## config.mk

```make
export PLATFORM = sky130hd
export DESIGN_NAME = cmp_stream_stats_flat
export DESIGN_NICKNAME = d
export VERILOG_FILES = /design/src/rtl/cmp_stream_stats_pkg.sv /design/src/rtl/cmp_stream_stats_if.sv /design/src/rtl/cmp_unsigned_n.sv /design/src/rtl/cmp_stream_stats.sv /design/src/flat_wrapper.sv
export SDC_FILE = /design/constraint.sdc
export NUM_CORES = 1
export LEC_CHECK = 0
export CAP_MARGIN = 15
export CORE_MARGIN = 10
export CORE_UTILIZATION = 27
export CTS_CLUSTER_SIZE = 8
export DETAILED_ROUTE_END_ITERATION = 12
export GPL_TIMING_DRIVEN = 0
export PLACE_DENSITY = 0.5
export SLEW_MARGIN = 25
export SYNTH_ARGS = -nofsm -noshare
export SYNTH_HDL_FRONTEND = slang
export SYNTH_SLANG_ARGS = --single-unit
export TNS_END_PERCENT = 10
```

## constraint.sdc

```tcl
create_clock -name clk -period 2.9 [get_ports clk]
set_clock_uncertainty 0.1 [all_clocks]
set_input_delay 0.29 -clock clk [delete_from_list [all_inputs] [get_ports clk]]
set_output_delay 0.29 -clock clk [all_outputs]
set_load 0.01 [all_outputs]
```

## src/rtl/cmp_stream_stats_pkg.sv

```systemverilog
`default_nettype none
// ---------------------------------------------------------------------------
// Module   : cmp_stream_stats_pkg
// Purpose  : Shared FSM encoding and saturating-increment helper for the
//            frame statistics block.
// Revision : 1.0 - initial release
// ---------------------------------------------------------------------------
package cmp_stream_stats_pkg;

  // Frame tracking states: no samples yet, accumulating, record pending.
  typedef enum logic [1:0] {
    ST_IDLE  = 2'd0,
    ST_ACCUM = 2'd1,
    ST_HOLD  = 2'd2
  } state_t;

  // Increment v by one, sticking at the all-ones value of a w-bit counter.
  function automatic logic [31:0] sat_inc(input logic [31:0] v, input int w);
    logic [31:0] lim;
    lim = (w >= 32) ? 32'hFFFF_FFFF : ((32'd1 << w) - 32'd1);
    return (v >= lim) ? v : v + 32'd1;
  endfunction

endpackage
`default_nettype wire

```

## src/rtl/cmp_stream_stats_if.sv

```systemverilog
`default_nettype none
// ---------------------------------------------------------------------------
// Module   : cmp_stream_stats_if
// Purpose  : Sample stream in / result record out handshake bundle.
// Revision : 1.0 - initial release
// ---------------------------------------------------------------------------
interface cmp_stream_stats_if #(
  parameter int N     = 3,
  parameter int CNT_W = 8
);
  logic             in_valid;
  logic             in_ready;
  logic [N-1:0]     in_data;
  logic             in_last;
  logic             out_valid;
  logic             out_ready;
  logic [N-1:0]     out_max;
  logic [N-1:0]     out_min;
  logic [CNT_W-1:0] out_count;
  logic [CNT_W-1:0] out_rises;

  // Source of samples and sink of records.
  modport master (
    output in_valid, in_data, in_last, out_ready,
    input  in_ready, out_valid, out_max, out_min, out_count, out_rises
  );

  // The statistics block itself.
  modport slave (
    input  in_valid, in_data, in_last, out_ready,
    output in_ready, out_valid, out_max, out_min, out_count, out_rises
  );
endinterface
`default_nettype wire

```

## src/rtl/cmp_unsigned_n.sv

```systemverilog
`default_nettype none
// ---------------------------------------------------------------------------
// Module   : cmp_unsigned_n
// Purpose  : Combinational unsigned N-bit magnitude comparator.
// Revision : 1.0 - initial release
// ---------------------------------------------------------------------------
module cmp_unsigned_n #(
  parameter int N = 3
) (
  input  wire logic [N-1:0] i_a,
  input  wire logic [N-1:0] i_b,
  output logic              o_gt,
  output logic              o_eq,
  output logic              o_lt
);
  assign o_gt = (i_a > i_b);
  assign o_eq = (i_a == i_b);
  assign o_lt = (i_a < i_b);
endmodule
`default_nettype wire

```

## src/rtl/cmp_stream_stats.sv

```systemverilog
`default_nettype none
// ---------------------------------------------------------------------------
// Module   : cmp_stream_stats
// Purpose  : Per-frame max/min/count/rise statistics over a sample stream,
//            emitted as one registered record at frame end.
// Revision : 1.0 - initial release
// ---------------------------------------------------------------------------
module cmp_stream_stats
  import cmp_stream_stats_pkg::*;
#(
  parameter int N     = 3,
  parameter int CNT_W = 8
) (
  input wire logic          clk,
  input wire logic          rst,
  cmp_stream_stats_if.slave bus
);

  state_t           r_state;
  state_t           w_state_nxt;
  logic             w_in_ready;
  logic             w_accept;
  logic             w_first;

  logic [N-1:0]     r_max, r_min, r_prev;
  logic [CNT_W-1:0] r_count, r_rises;
  logic [N-1:0]     r_out_max, r_out_min;
  logic [CNT_W-1:0] r_out_count, r_out_rises;

  logic             w_gt_max, w_eq_max, w_lt_max;
  logic             w_gt_min, w_eq_min, w_lt_min;
  logic             w_gt_prev, w_eq_prev, w_lt_prev;

  logic [N-1:0]     w_nmax, w_nmin;
  logic [CNT_W-1:0] w_ncount, w_nrises;
  logic [CNT_W-1:0] w_count_inc, w_rises_inc;

  cmp_unsigned_n #(.N(N)) u_cmp_max (
    .i_a(bus.in_data), .i_b(r_max),
    .o_gt(w_gt_max), .o_eq(w_eq_max), .o_lt(w_lt_max)
  );
  cmp_unsigned_n #(.N(N)) u_cmp_min (
    .i_a(bus.in_data), .i_b(r_min),
    .o_gt(w_gt_min), .o_eq(w_eq_min), .o_lt(w_lt_min)
  );
  cmp_unsigned_n #(.N(N)) u_cmp_prev (
    .i_a(bus.in_data), .i_b(r_prev),
    .o_gt(w_gt_prev), .o_eq(w_eq_prev), .o_lt(w_lt_prev)
  );

  // Only gt/lt steer the trackers; equality leaves them unchanged.
  logic w_unused;
  assign w_unused = w_eq_max ^ w_lt_max ^ w_gt_min ^ w_eq_min ^ w_eq_prev ^ w_lt_prev;

  assign w_count_inc = CNT_W'(sat_inc(32'(r_count), CNT_W));
  assign w_rises_inc = CNT_W'(sat_inc(32'(r_rises), CNT_W));

  // Next-state, ready and accept; ready depends on the state register only.
  always_comb begin
    w_state_nxt = r_state;
    w_in_ready  = (r_state != ST_HOLD);
    w_accept    = bus.in_valid && w_in_ready;
    w_first     = (r_state == ST_IDLE);
    case (r_state)
      ST_IDLE, ST_ACCUM: begin
        if (w_accept) w_state_nxt = bus.in_last ? ST_HOLD : ST_ACCUM;
      end
      ST_HOLD: begin
        if (bus.out_ready) w_state_nxt = ST_IDLE;
      end
      default: w_state_nxt = ST_IDLE;
    endcase
  end

  // Tracker values after absorbing the current sample; the first sample seeds them.
  always_comb begin
    w_nmax   = r_max;
    w_nmin   = r_min;
    w_ncount = r_count;
    w_nrises = r_rises;
    if (w_first) begin
      w_nmax   = bus.in_data;
      w_nmin   = bus.in_data;
      w_ncount = CNT_W'(1);
      w_nrises = '0;
    end else begin
      if (w_gt_max)  w_nmax   = bus.in_data;
      if (w_lt_min)  w_nmin   = bus.in_data;
      w_ncount = w_count_inc;
      if (w_gt_prev) w_nrises = w_rises_inc;
    end
  end

  // State register.
  always_ff @(posedge clk) begin
    if (rst) r_state <= ST_IDLE;
    else     r_state <= w_state_nxt;
  end

  // Trackers follow every accepted beat; the record is captured on the last one.
  always_ff @(posedge clk) begin
    if (rst) begin
      r_max       <= '0;
      r_min       <= '0;
      r_prev      <= '0;
      r_count     <= '0;
      r_rises     <= '0;
      r_out_max   <= '0;
      r_out_min   <= '0;
      r_out_count <= '0;
      r_out_rises <= '0;
    end else if (w_accept) begin
      r_max   <= w_nmax;
      r_min   <= w_nmin;
      r_prev  <= bus.in_data;
      r_count <= w_ncount;
      r_rises <= w_nrises;
      if (bus.in_last) begin
        r_out_max   <= w_nmax;
        r_out_min   <= w_nmin;
        r_out_count <= w_ncount;
        r_out_rises <= w_nrises;
      end
    end
  end

  assign bus.in_ready  = w_in_ready;
  assign bus.out_valid = (r_state == ST_HOLD);
  assign bus.out_max   = r_out_max;
  assign bus.out_min   = r_out_min;
  assign bus.out_count = r_out_count;
  assign bus.out_rises = r_out_rises;

endmodule
`default_nettype wire

```

## src/flat_wrapper.sv

```systemverilog
// flat-port wrapper written by rule: the top's interface ports become plain ports
module cmp_stream_stats_flat import cmp_stream_stats_pkg::*;
#(
  parameter int N     = 3,
  parameter int CNT_W = 8
)
  (clk, rst, bus_in_valid, bus_in_data, bus_in_last, bus_out_ready, bus_in_ready, bus_out_valid, bus_out_max, bus_out_min, bus_out_count, bus_out_rises);
  cmp_stream_stats_if #(.N(N), .CNT_W(CNT_W)) bus_i ();
  input wire logic clk;
  input wire logic rst;
  input wire logic [$bits(bus_i.in_valid)-1:0] bus_in_valid;
  input wire logic [$bits(bus_i.in_data)-1:0] bus_in_data;
  input wire logic [$bits(bus_i.in_last)-1:0] bus_in_last;
  input wire logic [$bits(bus_i.out_ready)-1:0] bus_out_ready;
  output wire logic [$bits(bus_i.in_ready)-1:0] bus_in_ready;
  output wire logic [$bits(bus_i.out_valid)-1:0] bus_out_valid;
  output wire logic [$bits(bus_i.out_max)-1:0] bus_out_max;
  output wire logic [$bits(bus_i.out_min)-1:0] bus_out_min;
  output wire logic [$bits(bus_i.out_count)-1:0] bus_out_count;
  output wire logic [$bits(bus_i.out_rises)-1:0] bus_out_rises;
  assign bus_i.in_valid = bus_in_valid;
  assign bus_i.in_data = bus_in_data;
  assign bus_i.in_last = bus_in_last;
  assign bus_i.out_ready = bus_out_ready;
  assign bus_in_ready = bus_i.in_ready;
  assign bus_out_valid = bus_i.out_valid;
  assign bus_out_max = bus_i.out_max;
  assign bus_out_min = bus_i.out_min;
  assign bus_out_count = bus_i.out_count;
  assign bus_out_rises = bus_i.out_rises;
  cmp_stream_stats #(.N(N), .CNT_W(CNT_W)) u_core (.clk(clk), .rst(rst), .bus(bus_i));
endmodule
```

=== Word level (Yosys, flattened, before mapping) ===
Cells that the tools add are included.

* Flip-flop bits (word level): 49
* Input port bits: 8
* Output and inout port bits: 24
* Word-level logic and storage cells: 40

* Add/subtract/negate cells: 2
* $lt $le $gt $ge: 5
* Eq/ne operators: 5
* Mux-type cells: 13
* Reductions and logical operators: 5

{| class="wikitable"
|+ Operators with widths
! kind !! count
|-
| two-way mux 8 bit || 5
|-
| adder 8 x 1 -> 8 bit (second input constant) || 2
|-
| greater-or-equal comparator 8 bit (second input constant) || 2
|-
| two-way mux 3 bit || 4
|-
| greater-than comparator 3 bit || 2
|-
| two-way mux 2 bit || 3
|-
| inequality test 2 bit (second input constant) || 2
|-
| one-hot mux 2 bit (2 select lines) || 1
|-
| AND reduction 2 bit || 2
|-
| less-than comparator 3 bit || 1
|-
| == test 2 x 1 -> 1 bit (second input constant) || 1
|-
| == test 2 bit (second input constant) || 1
|-
| zero test 2 bit || 1
|-
| inequality test 2 x 1 -> 1 bit (second input constant) || 1
|-
| OR reduction 2 bit || 1
|-
| logical AND 1 bit || 1
|}

=== Depth between registers and ports, before layout ===
Gate-level depths: netlist (run 1).

* Word-level depth: 4
* Depth in mapped cells: 8
* Depth with buffers taken out: 6

=== Cells and area by module ===
Synthesis (run 1) repeated with hierarchy kept, for this count alone.

* Cell total of the unflattened synthesis: 289
* Area, all modules: 2528.7 sq um

{| class="wikitable"
|+ By module, submodules not included
! module !! times used !! cells an instance !! area each (sq um) !! seq. area each (sq um)
|-
| cmp_stream_stats || 1 || 256 || 2277.2 || 980.9
|-
| cmp_unsigned_n || 3 || 11 || 83.8 || 0.0
|}

=== Worst setup path before layout (run 1) ===
OpenSTA, ideal clock, no wires.

* Path type: reg2reg
* Start: register u_core.r_prev[2]
* End: register u_core.r_rises[2]
* Setup time: 0.132 ns
* Data arrival time: 1.532 ns
* Required time: 2.668 ns
* Setup slack: 1.136 ns
* Cell stages (with the launch flop): 9
* Path buffers: 2
* Clock period less this slack: 1.764 ns
* Path through: dfxtp_1 > inv_1 > ha_1 > and3b_1 > o21a_1 > buf_2 > buf_2 > a32oi_1 > a21oi_1

* Longest elaborated chain between the ends: 3

{| class="wikitable"
|+ RTL lines
! item !! RTL line !! RTL
|-
| start, declared || cmp_stream_stats.sv:25 || <nowiki>logic [N-1:0] r_max, r_min, r_prev;</nowiki>
|-
| start signal, assigned || cmp_stream_stats.sv:115 || <nowiki>r_prev <= bus.in_data;</nowiki>
|-
| greater-than comparator 3 bit || cmp_unsigned_n.sv:16 || <nowiki>assign o_gt = (i_a > i_b);</nowiki>
|-
| two-way mux 8 bit || cmp_stream_stats.sv:90 || <nowiki>if (w_gt_prev) w_nrises = w_rises_inc;</nowiki>
|-
| two-way mux 8 bit || cmp_stream_stats.sv:81 || <nowiki>if (w_first) begin</nowiki>
|-
| end signal, assigned || cmp_stream_stats.sv:117 || <nowiki>r_rises <= w_nrises;</nowiki>
|-
| end, declared || cmp_stream_stats.sv:26 || <nowiki>logic [CNT_W-1:0] r_count, r_rises;</nowiki>
|}

No other way between the ends.
A chain may end at the register's enable or synchronous reset.

=== Worst setup path after layout (run 1) ===
* Start: input port bus_in_data[2]
* End: register u_core.r_rises[6]

* Longest elaborated chain between the ends: 3

{| class="wikitable"
|+ RTL lines
! item !! RTL line !! RTL
|-
| start, declared || flat_wrapper.sv:12 || <nowiki>input wire logic [$bits(bus_i.in_data)-1:0] bus_in_data;</nowiki>
|-
| greater-than comparator 3 bit || cmp_unsigned_n.sv:16 ||
|-
| two-way mux 8 bit || cmp_stream_stats.sv:90 ||
|-
| two-way mux 8 bit || cmp_stream_stats.sv:81 ||
|}

No other way between the ends.

==> metrics.log, run 1 <==
[metrics] number of global-route vias before repair: 2573
[metrics] Leak: 1.11 nW
[metrics] part of the power in combinational logic: approximately 18%
[metrics] post-synthesis average cell area: 8.55 µm²
[metrics] Startpoint Class: input pin
[metrics] CORE AREA: 9820 µm²
[metrics] GRT Residual Overflow: 0
[metrics] Buf/Inv on CP: 2
[metrics] Slew @ Worst Pin: 590 ps
[metrics] fillers: between 1000 and 1500
[metrics] total track usage: 10.8%
[metrics] HPWL after detailed placement: 5800 µm
[metrics] Post-Syn Area: ~2700 µm²
[metrics] pwr dens: roughly 420 nW/µm²
[metrics] post-CTS clock slew at the launch and capture registers of the worst setup and hold paths: 100 ps
[metrics] largest net degree at the start of global routing: 15
[metrics] Buffers on Ports: 29
[metrics] drt first pass iters: 4
[metrics] die extent in x: 121 µm
[metrics] count of cell types in the netlist: just over 60
[metrics] CP Class: in2reg
[metrics] largest stage delay on the critical path: 680 ps
[metrics] Final Hold Fails: 0
[metrics] Internal Pwr Total: 0.957 mW
[metrics] DR vias/cell: 5.29
[metrics] root cell of the clock tree: clkbuf_8
[metrics] data required time at the worst endpoint: 3020 ps
[metrics] clock share of power: between 30% and 40%
[metrics] post-synthesis sequential area ratio: a little over a third
[metrics] synthesis warning total: 0
[metrics] number of violations reported at the end of detailed-routing iteration 0: 126
[metrics] cell area after placement: 3200 µm²
[metrics] remaining antenna violation count after routing: 0
[metrics] worst hold-check path type: in2reg
[metrics] growth of design area from synthesis to finish: 19.7%
[metrics] Ports: 32
[metrics] number of gates resized after cts: 0
[metrics] crit path max-delay cell type: clkdlybuf4s50_1
[metrics] post-detailed-routing wire length: 7920 µm
[metrics] area of the die: 14600 µm²
[metrics] post-synth net total: 339
[metrics] final net count: 375
[metrics] final worst hold slack: between 150 and 200 ps
[metrics] nature of the critical path endpoint: register
[metrics] number of inserted diodes: 0
[metrics] final cell area excluding filler cells: 3280 µm²
[metrics] cell count after synthesis: 321
[metrics] number of remaining DRC errors: 0
[metrics] Core Rows: 36
[metrics] worst rel slew slack: 60.7%
[metrics] Final TNS setup: 0 ps
[metrics] total via count after detailed routing: 2596
[metrics] maximum count of clock buffers along a single path: 2
[metrics] Worst-Skew Late Latency: 300 ps
[metrics] peak clock frequency supported by timing: roughly 430 MHz
[metrics] number of antenna violations at the first check in global routing: 0
[metrics] critical-path maximum fanout: 10
[metrics] P_sw: 0.412 mW
[metrics] WL per Instance: 16.1 µm
[metrics] global-route wire length before repair: 13100 µm
[metrics] Chip Height: between 100 and 150 µm
[metrics] total of hold buffers inserted after clock tree synthesis: 0
[metrics] kind of cell with the highest combined delay on the critical path: buffers and inverters
[metrics] final period utilization: 81.0%
[metrics] number of clock sinks: 49
[metrics] Max Cap Viol: 0
[metrics] total chip power: about 1.4 mW
[metrics] number of max-slew violations in the final report: 0
[metrics] switching part of the total: between 30% and 40%
[metrics] sequential fraction of design power: 51.9%
[metrics] initial core utilization: between 20 and 30%
[metrics] setup repair bufs after CTS: 0
[metrics] Inserted Clock Buffers: 5
[metrics] routability cong.: 0.834
[metrics] Max VDD drop: 0.263 mV
[metrics] outcome: finished clean
[metrics] Async S/R FF share, synth: 0%
[metrics] CP Data Arrival Time: 2470 ps
[metrics] EDFF count, synth: 0
[metrics] fraction of final layout cells sized beyond drive strength 1: 10.6%
[metrics] min cycle time layout: 2350 ps
[metrics] setup repair after global routing missed its margin: no
[metrics] CTS tree: done
[metrics] utilization after layout: between 30% and 40%
[metrics] Cell Chain, Critical Path: clkdlybuf4s50_1 > ha_1 > and3b_1 > o21ai_1 > buf_2 > nor3_1 > a311oi_1
[metrics] CTS H-tree depth: 2
[metrics] final-report setup violation count: 0
[metrics] Post-synth top flop: dfxtp_1
[metrics] flip-flop and latch count after synthesis: between 40 and 50
## registers in the layout, indices dropped and copies added, names as in the netlist
register / flops
u_core.bus.out_count: 8
u_core.bus.out_max: 3
u_core.bus.out_min: 3
u_core.bus.out_rises: 8
u_core.r_count: 8
u_core.r_max: 3
u_core.r_min: 3
u_core.r_prev: 3
u_core.r_rises: 8
u_core.r_state: 2
## cell usage after synthesis (2+ instances only)
cell | count | area [µm²]
nand4b_1 | 2 | 17.5
clkbuf_1 | 7 | 26.3
dfxtp_1 | 49 | 981
and2_1 | 2 | 12.5
a32o_1 | 3 | 30.0
a211oi_1 | 8 | 60.1
o311ai_0 | 4 | 35.0
a311oi_1 | 7 | 61.3
a21o_1 | 3 | 22.5
and3_1 | 5 | 31.3
a31oi_1 | 5 | 31.3
buf_6 | 5 | 56.3
o21ai_0 | 13 | 65.1
nand2b_1 | 2 | 12.5
o21ai_1 | 2 | 10.0
o31ai_1 | 3 | 22.5
nor2_1 | 23 | 86.3
nor3_1 | 6 | 30.0
o2111ai_1 | 3 | 26.3
xor2_1 | 2 | 17.5
buf_2 | 12 | 60.1
mux2i_1 | 5 | 50.1
nand3b_1 | 2 | 15.0
nor2b_1 | 3 | 18.8
nand4_1 | 4 | 25.0
a21oi_1 | 21 | 105
and3b_1 | 2 | 17.5
o211ai_1 | 11 | 82.6
nand3_1 | 14 | 70.1
buf_4 | 2 | 15.0
ha_1 | 10 | 125
o21a_1 | 2 | 15.0
inv_1 | 12 | 45.0
a32oi_1 | 4 | 35.0
or2_2 | 2 | 12.5
a41oi_1 | 4 | 35.0
nand2_1 | 33 | 124
## metrics by stage
| stage | cells | setup WS [ps] |
|---|---|---|
| final | 491 | 550 |
| after global routing | 491 | 393 |
| after CTS | 491 | 562 |
| after detailed placement | 483 | 232 |
| after global placement | 483 | 221 |
| after floorplan | 321 | 1140 |
## path summary, 6_finish.rpt
path,startpoint,end,slack [ps],depth (start not counted)
worst max register to register,u_core.r_prev[2]$_SDFFE_PP0P_,u_core.r_rises[6]$_SDFFE_PP0P_,860,7
worst min register to register,u_core.r_prev[1]$_SDFFE_PP0P_,u_core.r_prev[1]$_SDFFE_PP0P_,360,2
worst max-delay path,bus_in_data[2],u_core.r_rises[6]$_SDFFE_PP0P_,550,7
worst min-delay path,rst,u_core.r_state[0]$_SDFFE_PP0P_,180,2
## metal layers
metal	track usage [%]	routed length, µm	part of all wire, %	vias to the layer above
met5	0	0	0	-
met4	3.17	94	1.2	0
met3	2.75	374	4.7	9
met2	16.6	3540	45	41
met1	14.6	3910	49	1263
li1	-	-	-	1283
## placed cells by master (no fill, tap or decap), types with 3 or more instances in the layout
cell and count:
o311ai_0 4, inv_1 12, o2111ai_1 3, o211ai_1 11, nand4_1 4, nor2b_1 3
a32oi_1 4, nand3_1 14, buf_6 5, a211oi_1 8, clkdlybuf4s50_1 29, a311oi_1 7
a21o_1 3, o21ai_0 13, nor2_1 23, clkbuf_1 9, clkbuf_8 5, a21oi_1 21
a32o_1 3, dfxtp_1 49, and3_1 5, o31ai_1 3, a41oi_1 4, a31oi_1 5
nor3_1 6, nand2_1 33, mux2i_1 5, ha_1 10, buf_2 12
## cells by family (layout without fill, tap and decap cells)
family          Yosys count  count (layout)  synth area share [%]
buf+inv                  38              75                  7.39
simple gates            113             113                  22.2
fa+ha+maj                10              10                  4.56
mux                       5               5                  1.82
flops                    49              49                  35.8
xor+xnor                  3               3                 0.958
compound gates          103             103                  27.4
## cell type report
class | instances | area, µm² | area share, %
Buffer | 26 | 158 | 4.80
Clock buffer | 7 | 76.3 | 2.32
Clock inverter | 1 | 7.51 | 0.229
Inverter | 12 | 45.0 | 1.37
Multi-Input combinational cell | 234 | 1560 | 47.5
Sequential cell | 49 | 981 | 29.9
Tap cell | 133 | 166 | 5.07
Timing Repair Buffer | 29 | 290 | 8.84
## power groups by stage
stage                     clock (mW)  sequential [mW]  combinational, mW
after floorplan                    0            0.726              0.156
after global placement             0            0.726              0.241
after detailed placement           0            0.726              0.243
after CTS                      0.431            0.711              0.244
after global routing           0.458            0.714              0.270
final                          0.416            0.711              0.242
## worst reg2reg max path: cells and delay by family, from the launching register on
| family | cells | cell delay [ps] |
|---|---|---|
| DFF | 1 | 340 |
| buffers and inverters | 2 | 350 |
| adders and majority gates | 1 | 300 |
| and+or+nand+nor | 2 | 290 |
| AOI/OAI and AO/OA | 2 | 590 |
Power figures use the tool's default switching activity.
==> run 2, diff against run 1 <==
- clock period: 2.9 -> 2.4 ns (I/O delays scaled with it)
==> metrics.log, run 2 (synthesis results as in run 1) <==
[metrics] outcome: finished clean
[metrics] Max Cap Viol: 0
[metrics] CORE AREA: 9820 µm²
[metrics] fillers: 1126
[metrics] drt first pass iters: 4
[metrics] final-report setup violation count: 0
[metrics] Inserted Clock Buffers: 5
[metrics] number of max-slew violations in the final report: 0
[metrics] Buffers on Ports: 29
[metrics] setup repair after global routing missed its margin: no
[metrics] total track usage: between 10% and 20%
[metrics] pwr dens: 503 nW/µm²
[metrics] CP Data Arrival Time: 2310 ps
[metrics] routability cong.: roughly 0.83
[metrics] most frequent standard cell in the layout excluding fill and tap cells: dfxtp_1
[metrics] utilization after layout: 33.5%
[metrics] worst setup path endpoint: u_core.r_rises[6]$_SDFFE_PP0P_
[metrics] die extent in x: 121 µm
[metrics] CTS H-tree depth: 2
[metrics] critical-path maximum fanout: 10
[metrics] DR vias/cell: 5.26
[metrics] worst reg2reg path depth: 5
[metrics] origin of the critical flop-to-flop path: u_core.r_rises[0]$_SDFFE_PP0P_
[metrics] flop2flop setup slack: between 300 and 400 ps
[metrics] origin of the worst setup path: bus_in_data[0]
[metrics] growth of design area from synthesis to finish: 20.0%
[metrics] number of global-route vias before repair: approximately 2600
[metrics] worst rel slew slack: 60.5%
[metrics] Startpoint Class: input pin
[metrics] Leak: ~1.1 nW
[metrics] final period utilization: around nine tenths
[metrics] remaining antenna violation count after routing: 0
[metrics] WL per Instance: 16.1 µm
[metrics] final net count: 375
[metrics] number of clock sinks: 49
[metrics] post-detailed-routing wire length: 7930 µm
[metrics] Chip Height: about 120 µm
[metrics] Max VDD drop: between 0.3 and 0.4 mV
[metrics] nature of the critical path endpoint: register
[metrics] GRT Residual Overflow: 0
[metrics] min cycle time layout: between 2000 and 2500 ps
[metrics] data required time at the worst endpoint: 2520 ps
[metrics] peak clock frequency supported by timing: 456 MHz
[metrics] root cell of the clock tree: clkbuf_8
[metrics] global-route wire length before repair: between 10000 and 15000 µm
[metrics] area of the die: 14600 µm²
[metrics] commonest cells after routing, fill and taps aside: 49 x dfxtp_1, 33 x nand2_1, 28 x clkdlybuf4s50_1
[metrics] largest stage delay on the critical path: 600 ps
[metrics] CTS tree: done
[metrics] total of hold buffers inserted after clock tree synthesis: 0
[metrics] HPWL after detailed placement: 5800 µm
[metrics] number of violations reported at the end of detailed-routing iteration 0: 134
[metrics] Slew @ Worst Pin: between 500 and 600 ps
[metrics] maximum count of clock buffers along a single path: 2
[metrics] Worst-Skew Late Latency: 310 ps
[metrics] Core Rows: 36
[metrics] crit path max-delay cell type: clkdlybuf4s50_1
[metrics] worst hold-check path type: in2reg
[metrics] Cell Chain, Critical Path: clkdlybuf4s50_1 > inv_1 > ha_1 > and3b_1 > o21a_1 > buf_2 > clkbuf_4 > a41oi_1 > a311oi_1
[metrics] CP Class: in2reg
[metrics] Final Hold Fails: 0
[metrics] number of antenna violations at the first check in global routing: 0
[metrics] setup repair bufs after CTS: 0
[metrics] number of remaining DRC errors: 0
[metrics] initial core utilization: 27.9%
[metrics] total via count after detailed routing: 2582
[metrics] Ports: 32
[metrics] post-CTS clock slew at the launch and capture registers of the worst setup and hold paths: 100 ps
[metrics] number of inserted diodes: 0
[metrics] total chip power: 1.66 mW
[metrics] Crit Reg-Reg Endpoint: u_core.r_rises[7]$_SDFFE_PP0P_
[metrics] largest net degree at the start of global routing: 15
[metrics] fraction of final layout cells sized beyond drive strength 1: 10.9%
[metrics] number of gates resized after cts: 0
-- run 2: power breakdown --
part	internal [mW]	total, mW	switching, mW
registers	0.838	0.859	0.0210
logic	0.114	0.295	0.181
clock network	0.207	0.502	0.294
total	1.16	1.66	0.496
-- run 2: area by class of cell --
cell class / instances / area (µm²) / area share (%)
multi-input cells: 234 / 1560 / 47.5
flip-flops and latches: 49 / 981 / 29.8
repair buffers: 29 / 293 / 8.89
well taps: 133 / 166 / 5.05
plain buffers: 26 / 160 / 4.86
clock buffers: 7 / 76.3 / 2.32
inverters: 12 / 45.0 / 1.37
clock inverters: 1 / 7.51 / 0.228
-- run 2: per-layer routing --
metal	GRT usage (%)	vias up	wire, µm
met5	0	-	0
met4	3.17	0	78
met3	2.75	7	374
met2	16.6	37	3520
met1	14.6	1258	3950
li1	-	1280	-
-- run 2: worst min path at each step --
stage / startpoint / end / cells past startpoint
final: rst / u_core.r_state[0]$_SDFFE_PP0P_ / 2
after global routing: rst / u_core.r_state[0]$_SDFFE_PP0P_ / 2
after CTS: rst / u_core.r_state[0]$_SDFFE_PP0P_ / 2
after detailed placement: u_core.bus.out_count[3]$_SDFFE_PP0P_ / u_core.bus.out_count[3]$_SDFFE_PP0P_ / 2
after global placement: u_core.bus.out_count[3]$_SDFFE_PP0P_ / u_core.bus.out_count[3]$_SDFFE_PP0P_ / 2
after floorplan: bus_in_last / u_core.r_state[0]$_SDFFE_PP0P_ / 1
-- run 2: per-stage QoR --
stage / cells / instance area [µm²] / worst slack [ps] / hold WS (ps) / TNS [ps]
floorplan: 321 / 2740 / 636 / 253 / 0
finish: 491 / 3290 / 209 / 134 / 0
CTS: 491 / 3280 / 112 / 135 / 0
global placement: 483 / 3200 / -229 / 338 / -2000
detailed placement: 483 / 3200 / -218 / 344 / -1990
global route: 491 / 3290 / 22.5 / 156 / 0
-- run 2: worst max-delay path: cells and delay by family --
kind / cells / cell delay [ps]
AO/OA/AOI/OAI: 3 / 460
adder cells (fa/ha/maj): 1 / 210
buffers and inverters: 4 / 1140
AND/OR/NAND/NOR: 1 / 250
